File: config.mk
export PLATFORM = sky130hd
export DESIGN_NAME = spi_xfer_ctrl_flat
export DESIGN_NICKNAME = d
export VERILOG_FILES = /design/src/rtl/spi_pkg.sv /design/src/rtl/spi_xfer_ctrl_if.sv /design/src/rtl/spi_shift_reg.sv /design/src/rtl/spi_xfer_ctrl.sv /design/src/flat_wrapper.sv
export SDC_FILE = /design/constraint.sdc
export NUM_CORES = 1
export LEC_CHECK = 0
export BUFFER_PORTS_ARGS = -buffer_cell sky130_fd_sc_hd__buf_2
export CORE_MARGIN = 2
export CORE_UTILIZATION = 45
export DETAILED_ROUTE_END_ITERATION = 8
export GPL_ROUTABILITY_DRIVEN = 0
export GPL_TIMING_DRIVEN = 0
export PLACE_DENSITY = 0.64
export SLEW_MARGIN = 10
export SYNTH_ARGS = -nofsm -noshare
export SYNTH_HDL_FRONTEND = slang
export SYNTH_HIERARCHICAL = 1
export SYNTH_SLANG_ARGS = --single-unit
File: constraint.sdc
create_clock -name clk -period 5.1 [get_ports clk]
set_input_delay 0 -clock clk [delete_from_list [all_inputs] [get_ports clk]]
set_output_delay 0 -clock clk [all_outputs]
set_load 0.03 [all_outputs]
File: src/rtl/spi_pkg.sv
// Shared definitions for the SPI transfer controller slice.
// Holds the FSM state encoding, the SPI mode constants {CPOL,CPHA} and the
// default transfer word width.
package spi_pkg;

    localparam int unsigned DATA_W_DEF = 8;

    // SPI modes, encoded as {CPOL, CPHA}
    localparam logic [1:0] SPI_MODE0 = 2'b00;
    localparam logic [1:0] SPI_MODE1 = 2'b01;
    localparam logic [1:0] SPI_MODE2 = 2'b10;
    localparam logic [1:0] SPI_MODE3 = 2'b11;

    typedef enum logic [1:0] {
        ST_IDLE  = 2'd0,
        ST_SETUP = 2'd1,
        ST_SHIFT = 2'd2,
        ST_HOLD  = 2'd3
    } state_e;

endpackage : spi_pkg

File: src/rtl/spi_xfer_ctrl_if.sv
// Host-side transfer interface of spi_xfer_ctrl.
//   start     : transfer request (honoured only while the controller is idle)
//   mode      : {CPOL,CPHA}, latched at an accepted start
//   tx_data   : word to send, latched at an accepted start
//   rx_data   : last received word, updated together with done
//   busy      : transfer in progress
//   done      : one-cycle completion pulse
//   lsb_first : bit order select, present only with SPI_XFER_LSB_FIRST_EN
// modport master = host side, modport slave = controller side.
interface spi_xfer_ctrl_if #(
    parameter int unsigned DATA_W = 8
);

    logic              start;
    logic [1:0]        mode;
    logic [DATA_W-1:0] tx_data;
    logic [DATA_W-1:0] rx_data;
    logic              busy;
    logic              done;
`ifdef SPI_XFER_LSB_FIRST_EN
    logic              lsb_first;
`endif

    modport master (
        output start,
        output mode,
        output tx_data,
`ifdef SPI_XFER_LSB_FIRST_EN
        output lsb_first,
`endif
        input  rx_data,
        input  busy,
        input  done
    );

    modport slave (
        input  start,
        input  mode,
        input  tx_data,
`ifdef SPI_XFER_LSB_FIRST_EN
        input  lsb_first,
`endif
        output rx_data,
        output busy,
        output done
    );

endinterface : spi_xfer_ctrl_if

File: src/rtl/spi_shift_reg.sv
// DATA_W-bit parallel-load shift register with separate TX and RX fields.
//   clk, rst_n    : clock, async active-low reset
//   load_i        : load load_data_i into TX, clear RX
//   load_data_i   : parallel word for TX
//   tx_shift_i    : advance the TX field by one bit
//   rx_shift_i    : shift shift_in_i into the RX field
//   shift_in_i    : serial input bit
//   lsb_first_i   : direction; 0 = MSB first, 1 = LSB first
//   tx_bit_o      : current serial output bit
//   rx_data_o     : RX field contents
module spi_shift_reg
    import spi_pkg::*;
#(
    parameter int unsigned DATA_W = DATA_W_DEF
) (
    input  logic              clk,
    input  logic              rst_n,
    input  logic              load_i,
    input  logic [DATA_W-1:0] load_data_i,
    input  logic              tx_shift_i,
    input  logic              rx_shift_i,
    input  logic              shift_in_i,
    input  logic              lsb_first_i,
    output logic              tx_bit_o,
    output logic [DATA_W-1:0] rx_data_o
);

    logic [DATA_W-1:0] tx_q, tx_d;
    logic [DATA_W-1:0] rx_q, rx_d;

    // Next-value logic for both fields
    always_comb begin
        tx_d = tx_q;
        rx_d = rx_q;
        if (load_i) begin
            tx_d = load_data_i;
            rx_d = '0;
        end else begin
            if (tx_shift_i) begin
                tx_d = lsb_first_i ? {1'b0, tx_q[DATA_W-1:1]} : {tx_q[DATA_W-2:0], 1'b0};
            end
            if (rx_shift_i) begin
                rx_d = lsb_first_i ? {shift_in_i, rx_q[DATA_W-1:1]} : {rx_q[DATA_W-2:0], shift_in_i};
            end
        end
    end

    always_ff @(posedge clk or negedge rst_n) begin
        if (!rst_n) begin
            tx_q <= '0;
            rx_q <= '0;
        end else begin
            tx_q <= tx_d;
            rx_q <= rx_d;
        end
    end

    assign tx_bit_o  = lsb_first_i ? tx_q[0] : tx_q[DATA_W-1];
    assign rx_data_o = rx_q;

endmodule : spi_shift_reg

File: src/rtl/spi_xfer_ctrl.sv
// SPI master transfer controller driven by an external baud-rate generator.
// Optional feature macro: SPI_XFER_LSB_FIRST_EN (adds bus.lsb_first).
//   clk, rst_n   : clock, async active-low reset
//   bus          : host interface (start/mode/tx_data in, rx_data/busy/done out)
//   brg_en       : generator enable
//   brg_sclk_en  : generator SCLK enable
//   brg_strobe   : generator half-period strobe
//   brg_rise     : generator leading reference edge pulse
//   brg_fall     : generator trailing reference edge pulse
//   mosi, miso   : serial data out / in
//   ss_n         : slave select, active low
module spi_xfer_ctrl
    import spi_pkg::*;
#(
    parameter int unsigned DATA_W = DATA_W_DEF
) (
    input  logic            clk,
    input  logic            rst_n,
    spi_xfer_ctrl_if.slave  bus,
    output logic            brg_en,
    output logic            brg_sclk_en,
    input  logic            brg_strobe,
    input  logic            brg_rise,
    input  logic            brg_fall,
    output logic            mosi,
    input  logic            miso,
    output logic            ss_n
);

    localparam int unsigned EDGES = 2 * DATA_W;
    localparam int unsigned CNT_W = $clog2(EDGES) + 1;
    localparam logic [CNT_W-1:0] CNT_LAST = CNT_W'(EDGES - 1);
    localparam logic [CNT_W-1:0] CNT_MAX  = CNT_W'(EDGES);

    state_e            state_q, state_d;
    logic [CNT_W-1:0]  cnt_q, cnt_d;
    logic              cpha_q, cpha_d;
    logic              lsb_q, lsb_d;
    logic              ss_n_q, ss_n_d;
    logic              busy_q, busy_d;
    logic              done_q, done_d;
    logic              brg_en_q, brg_en_d;
    logic              sclk_en_q, sclk_en_d;
    logic [DATA_W-1:0] rx_data_q, rx_data_d;

    logic              load_c;
    logic              tx_shift_c;
    logic              rx_shift_c;
    logic              lsb_in_c;
    logic              tx_bit;
    logic [DATA_W-1:0] rx_word;
    logic              cpol_unused;

    // CPOL only shapes the generator's SCLK level; the controller needs CPHA
    assign cpol_unused = bus.mode[1];

`ifdef SPI_XFER_LSB_FIRST_EN
    assign lsb_in_c = bus.lsb_first;
`else
    assign lsb_in_c = 1'b0;
`endif

    // Next-state, shift control and registered-output next values
    always_comb begin
        state_d    = state_q;
        cnt_d      = cnt_q;
        cpha_d     = cpha_q;
        lsb_d      = lsb_q;
        rx_data_d  = rx_data_q;
        done_d     = 1'b0;
        load_c     = 1'b0;
        tx_shift_c = 1'b0;
        rx_shift_c = 1'b0;

        case (state_q)
            ST_IDLE: begin
                // busy_q still high in the done cycle, so start is ignored there
                if (bus.start && !busy_q) begin
                    state_d = ST_SETUP;
                    load_c  = 1'b1;
                    cpha_d  = bus.mode[0];
                    lsb_d   = lsb_in_c;
                    cnt_d   = '0;
                end
            end
            ST_SETUP: begin
                if (brg_strobe) begin
                    state_d = ST_SHIFT;
                end
            end
            ST_SHIFT: begin
                if (brg_rise || brg_fall) begin
                    if (cnt_q != CNT_MAX) begin
                        cnt_d = cnt_q + CNT_W'(1);
                    end
                    // First bit is already on mosi from SETUP, so the first
                    // CPHA=1 leading edge and the last CPHA=0 trailing edge
                    // must not advance it.
                    if (cpha_q) begin
                        tx_shift_c = brg_rise && (cnt_q != '0);
                        rx_shift_c = brg_fall;
                    end else begin
                        rx_shift_c = brg_rise;
                        tx_shift_c = brg_fall && (cnt_q != CNT_LAST);
                    end
                    if (cnt_q >= CNT_LAST) begin
                        state_d = ST_HOLD;
                    end
                end
            end
            ST_HOLD: begin
                if (brg_strobe) begin
                    state_d   = ST_IDLE;
                    done_d    = 1'b1;
                    rx_data_d = rx_word;
                end
            end
            default: state_d = ST_IDLE;
        endcase

        ss_n_d    = (state_d == ST_IDLE);
        busy_d    = (state_d != ST_IDLE) || done_d;
        brg_en_d  = (state_d != ST_IDLE);
        sclk_en_d = (state_d == ST_SHIFT);
    end

    always_ff @(posedge clk or negedge rst_n) begin
        if (!rst_n) begin
            state_q   <= ST_IDLE;
            cnt_q     <= '0;
            cpha_q    <= 1'b0;
            lsb_q     <= 1'b0;
            ss_n_q    <= 1'b1;
            busy_q    <= 1'b0;
            done_q    <= 1'b0;
            brg_en_q  <= 1'b0;
            sclk_en_q <= 1'b0;
            rx_data_q <= '0;
        end else begin
            state_q   <= state_d;
            cnt_q     <= cnt_d;
            cpha_q    <= cpha_d;
            lsb_q     <= lsb_d;
            ss_n_q    <= ss_n_d;
            busy_q    <= busy_d;
            done_q    <= done_d;
            brg_en_q  <= brg_en_d;
            sclk_en_q <= sclk_en_d;
            rx_data_q <= rx_data_d;
        end
    end

    spi_shift_reg #(
        .DATA_W (DATA_W)
    ) u_shift (
        .clk         (clk),
        .rst_n       (rst_n),
        .load_i      (load_c),
        .load_data_i (bus.tx_data),
        .tx_shift_i  (tx_shift_c),
        .rx_shift_i  (rx_shift_c),
        .shift_in_i  (miso),
        .lsb_first_i (lsb_q),
        .tx_bit_o    (tx_bit),
        .rx_data_o   (rx_word)
    );

    assign bus.rx_data = rx_data_q;
    assign bus.busy    = busy_q;
    assign bus.done    = done_q;
    assign brg_en      = brg_en_q;
    assign brg_sclk_en = sclk_en_q;
    assign ss_n        = ss_n_q;
    assign mosi        = tx_bit;

endmodule : spi_xfer_ctrl
File: src/flat_wrapper.sv
// flat-port wrapper written by rule: the top's interface ports become plain ports
module spi_xfer_ctrl_flat import spi_pkg::*;
#(
    parameter int unsigned DATA_W = DATA_W_DEF
)
  (clk, rst_n, brg_en, brg_sclk_en, brg_strobe, brg_rise, brg_fall, mosi, miso, ss_n, bus_start, bus_mode, bus_tx_data, bus_rx_data, bus_busy, bus_done);
  spi_xfer_ctrl_if #(.DATA_W(DATA_W)) bus_i ();
  input  logic clk;
  input  logic rst_n;
  output logic brg_en;
  output logic brg_sclk_en;
  input  logic brg_strobe;
  input  logic brg_rise;
  input  logic brg_fall;
  output logic mosi;
  input  logic miso;
  output logic ss_n;
  input wire logic [$bits(bus_i.start)-1:0] bus_start;
  input wire logic [$bits(bus_i.mode)-1:0] bus_mode;
  input wire logic [$bits(bus_i.tx_data)-1:0] bus_tx_data;
  output wire logic [$bits(bus_i.rx_data)-1:0] bus_rx_data;
  output wire logic [$bits(bus_i.busy)-1:0] bus_busy;
  output wire logic [$bits(bus_i.done)-1:0] bus_done;
  assign bus_i.start = bus_start;
  assign bus_i.mode = bus_mode;
  assign bus_i.tx_data = bus_tx_data;
  assign bus_rx_data = bus_i.rx_data;
  assign bus_busy = bus_i.busy;
  assign bus_done = bus_i.done;
  spi_xfer_ctrl #(.DATA_W(DATA_W)) u_core (.clk(clk), .rst_n(rst_n), .bus(bus_i), .brg_en(brg_en), .brg_sclk_en(brg_sclk_en), .brg_strobe(brg_strobe), .brg_rise(brg_rise), .brg_fall(brg_fall), .mosi(mosi), .miso(miso), .ss_n(ss_n));
endmodule
==> metrics.txt <==
DR pass1 iterations 4; CP Data Required Time 5.30 ns; CP endpoint kind register; most common cell in the netlist dfrtp_1; final hold viol count 0; Cell variety after synth 46; Clock Tree Buf Depth 2; post-route ant nets 0; sequential share of the synthesized area ~49%; hold endpoint u_core/state_q[0]; final WL 3880 um; design area 2290 sq um; clock latency on the worst-skew pair ~0.29 ns; vias post-DR about 1.4k; Relative slew margins 45.8%; min Tclk post-route 2.07 ns; chip height around 70 um; fmax between 400 and 500 MHz; clk slew on worst S/H paths 0.07 ns; Fin Setup TNS 0 ns; r2r setup slk between 3 and 4 ns; Initial Utilization 47.1%; number of filler instances in the final layout between 300 and 400; top_reg_cell synth dfrtp_1; Hold Crit Class in2reg; net count after synthesis around 190; H-tree depth 2; initial antenna violation count 0; First DRT Iteration DRCs 83; Core ar. roughly 4000 sq um; CTS root buffer clkbuf_8; top cells by area, synth dfrtp_1, mux2i_1, mux2_2; DR vias/cell ~5.3; Clock Skew around 0.0052 ns; Crit path arrival time about 2.3 ns; HP Start brg_strobe; status finished clean; crit path max fanout 10; hpwl dp about 2700 um; drt wl/cell roughly 15 um; Mapped Area 1880 sq um; R2R cell count 9; Reg-to-Reg End u_core/u_shift/tx_q[2]; Post-layout nets ~230; clock sinks 37; vias in the first global route roughly 1.4k; max-slew violation count 0; max_cap viols 0; fin crit share between 40 and 50%; Worst setup startpoint u_core/cnt_q[0]; P_leak approximately 1.1 nW; pwr dens approximately 600 nW/um^2; Std-Cell Rows 23; Synth Register Bits 37; top cells by count, synth dfrtp_1, nor2_1, mux2i_1; Post-CTS Resized 0; largest net degree at the start of global routing 38; total track usage between 10% and 20%; Mean Syn Cell Area 11.3 sq um; post-synth top area share between 40% and 50%; area grow syn2layout 21.5%; DP Area between 2000 and 2500 sq um; Ys Warns 6; asr flop ratio synth 100%; CTS tree built; Peak VDD IR 359 uV; worst setup path class reg2reg; I/O pin cnt 31; Die ar. approximately 4700 sq um; hold path depth 3; Power, Total approximately 0.0013 W; post-CTS setup buffer count 0; layout cells sized above 1 32.1%; FF-to-FF Start u_core/cnt_q[0]; total gr overflow 0; EDFF count, synth 0; Antenna diodes 0; TritonCTS Buffers 5; global-route wire length before repair around 6200 um; DRC 0; RSZ-0062 raised after global routing no; # port buffers 29; Worst Tran Pin Value a little over 0.8 ns; count of final setup violators 0; CP Launch Type register; Post-Syn Instances between 150 and 200; Die X ~69 um; area leader, netlist dfrtp_1
==> flip-flops by register name, indices dropped and copies added (netlist names), 2 cells and up <==
name	cells
u_core/cnt_q	5
u_core/u_shift/rx_data_o	8
u_core/bus.rx_data	8
u_core/u_shift/tx_q	8
u_core/state_q	2
==> report_power, final <==
part / internal [W] / total [W] / leakage, nW / switching [W]
clock network: 0.0000943 / 0.000200 / 0.0439 / 0.000106
logic: 0.000263 / 0.000603 / 0.585 / 0.000340
registers: 0.000431 / 0.000540 / 0.457 / 0.000108
==> how the worst max path moves through the flow <==
stage,end,slack (ns),cells after the start
after floorplan,u_core/u_shift/tx_q[1],3.33,9
after global placement,u_core/u_shift/tx_q[3],3.11,9
after detailed placement,u_core/u_shift/tx_q[2],3.05,9
after CTS,u_core/u_shift/tx_q[2],3.03,9
after global routing,u_core/u_shift/tx_q[2],2.87,9
final,u_core/u_shift/tx_q[2],3.03,9
==> worst max-delay path, cell delays in order, from the launching register on <==
cell      delay, ns
dfrtp_1        0.44
ha_1           0.26
and3_1         0.18
ha_1           0.20
nor2_1         0.10
a32oi_1        0.06
nor2_1         0.12
clkbuf_2       0.22
nand2b_1       0.18
o211ai_1       0.22
==> final cells by class <==
cell class	instances	area, sq um	area share (%)
timing repair buffer	40	255	11.2
multi-input combinational	113	851	37.2
sequential	37	927	40.5
inverter	8	30.0	1.31
buffer	9	75.1	3.28
tap	50	62.6	2.74
clock inverter	3	17.5	0.766
clock buffer	5	68.8	3.01
==> per-layer routing <==
metal | GRT usage (%) | wire [um]
met1 | 22.2 | 1790
met5 | 0 | 0
met2 | 30.6 | 1880
met3 | 4.22 | 161
met4 | 7.35 | 50
==> timing repair <==
action / CTS / global route
endpoints found under the hold margin: 46 / 0
hold buffers: 11 / 0
endpoints found under the setup margin: 0 / 0
==> kinds of logic (layout without fill, tap and decap cells) <==
group / Yosys count / in the layout / share of synthesized area [%]
XOR/XNOR: 1 / 1 / 0.465
other: 1 / 1 / 0.199
adder cells (fa/ha/maj): 3 / 3 / 1.99
buffers and inverters: 17 / 65 / 5.58
AO/OA/AOI/OAI: 26 / 26 / 11.0
flip-flops: 37 / 37 / 49.2
multiplexers: 27 / 27 / 15.3
AND/OR/NAND/NOR: 55 / 55 / 16.3
==> per-stage QoR <==
step	setup slack, ns	hold WS, ns	std cells	util [%]
after floorplan	3.33	-0.296	167	-
after global placement	3.11	0.141	246	52.3
after detailed placement	3.05	0.139	246	52.3
after CTS	3.03	0.00274	265	57.2
after global routing	2.87	0.0175	265	57.2
final	3.03	0.0118	265	57.2
==> cell usage in the layout, fill, tap and decap left out, types with 2 or more instances in the layout <==
cell type / Yosys / final
a211oi_1: 7 / 7
a31oi_1: 2 / 2
buf_2: 2 / 31
buf_6: 2 / 2
clkbuf_2: 3 / 3
clkbuf_8: 0 / 5
clkinv_2: 0 / 2
dfrtp_1: 36 / 36
dlygate4sd3_1: 0 / 11
ha_1: 3 / 3
inv_1: 7 / 7
mux2_2: 10 / 10
mux2i_1: 16 / 16
nand2_1: 10 / 10
nand2b_1: 3 / 3
nand3_1: 3 / 3
nor2_1: 21 / 21
nor2b_1: 2 / 2
o211ai_1: 6 / 6
or3b_1: 5 / 5
Power figures use the tool's default switching activity.
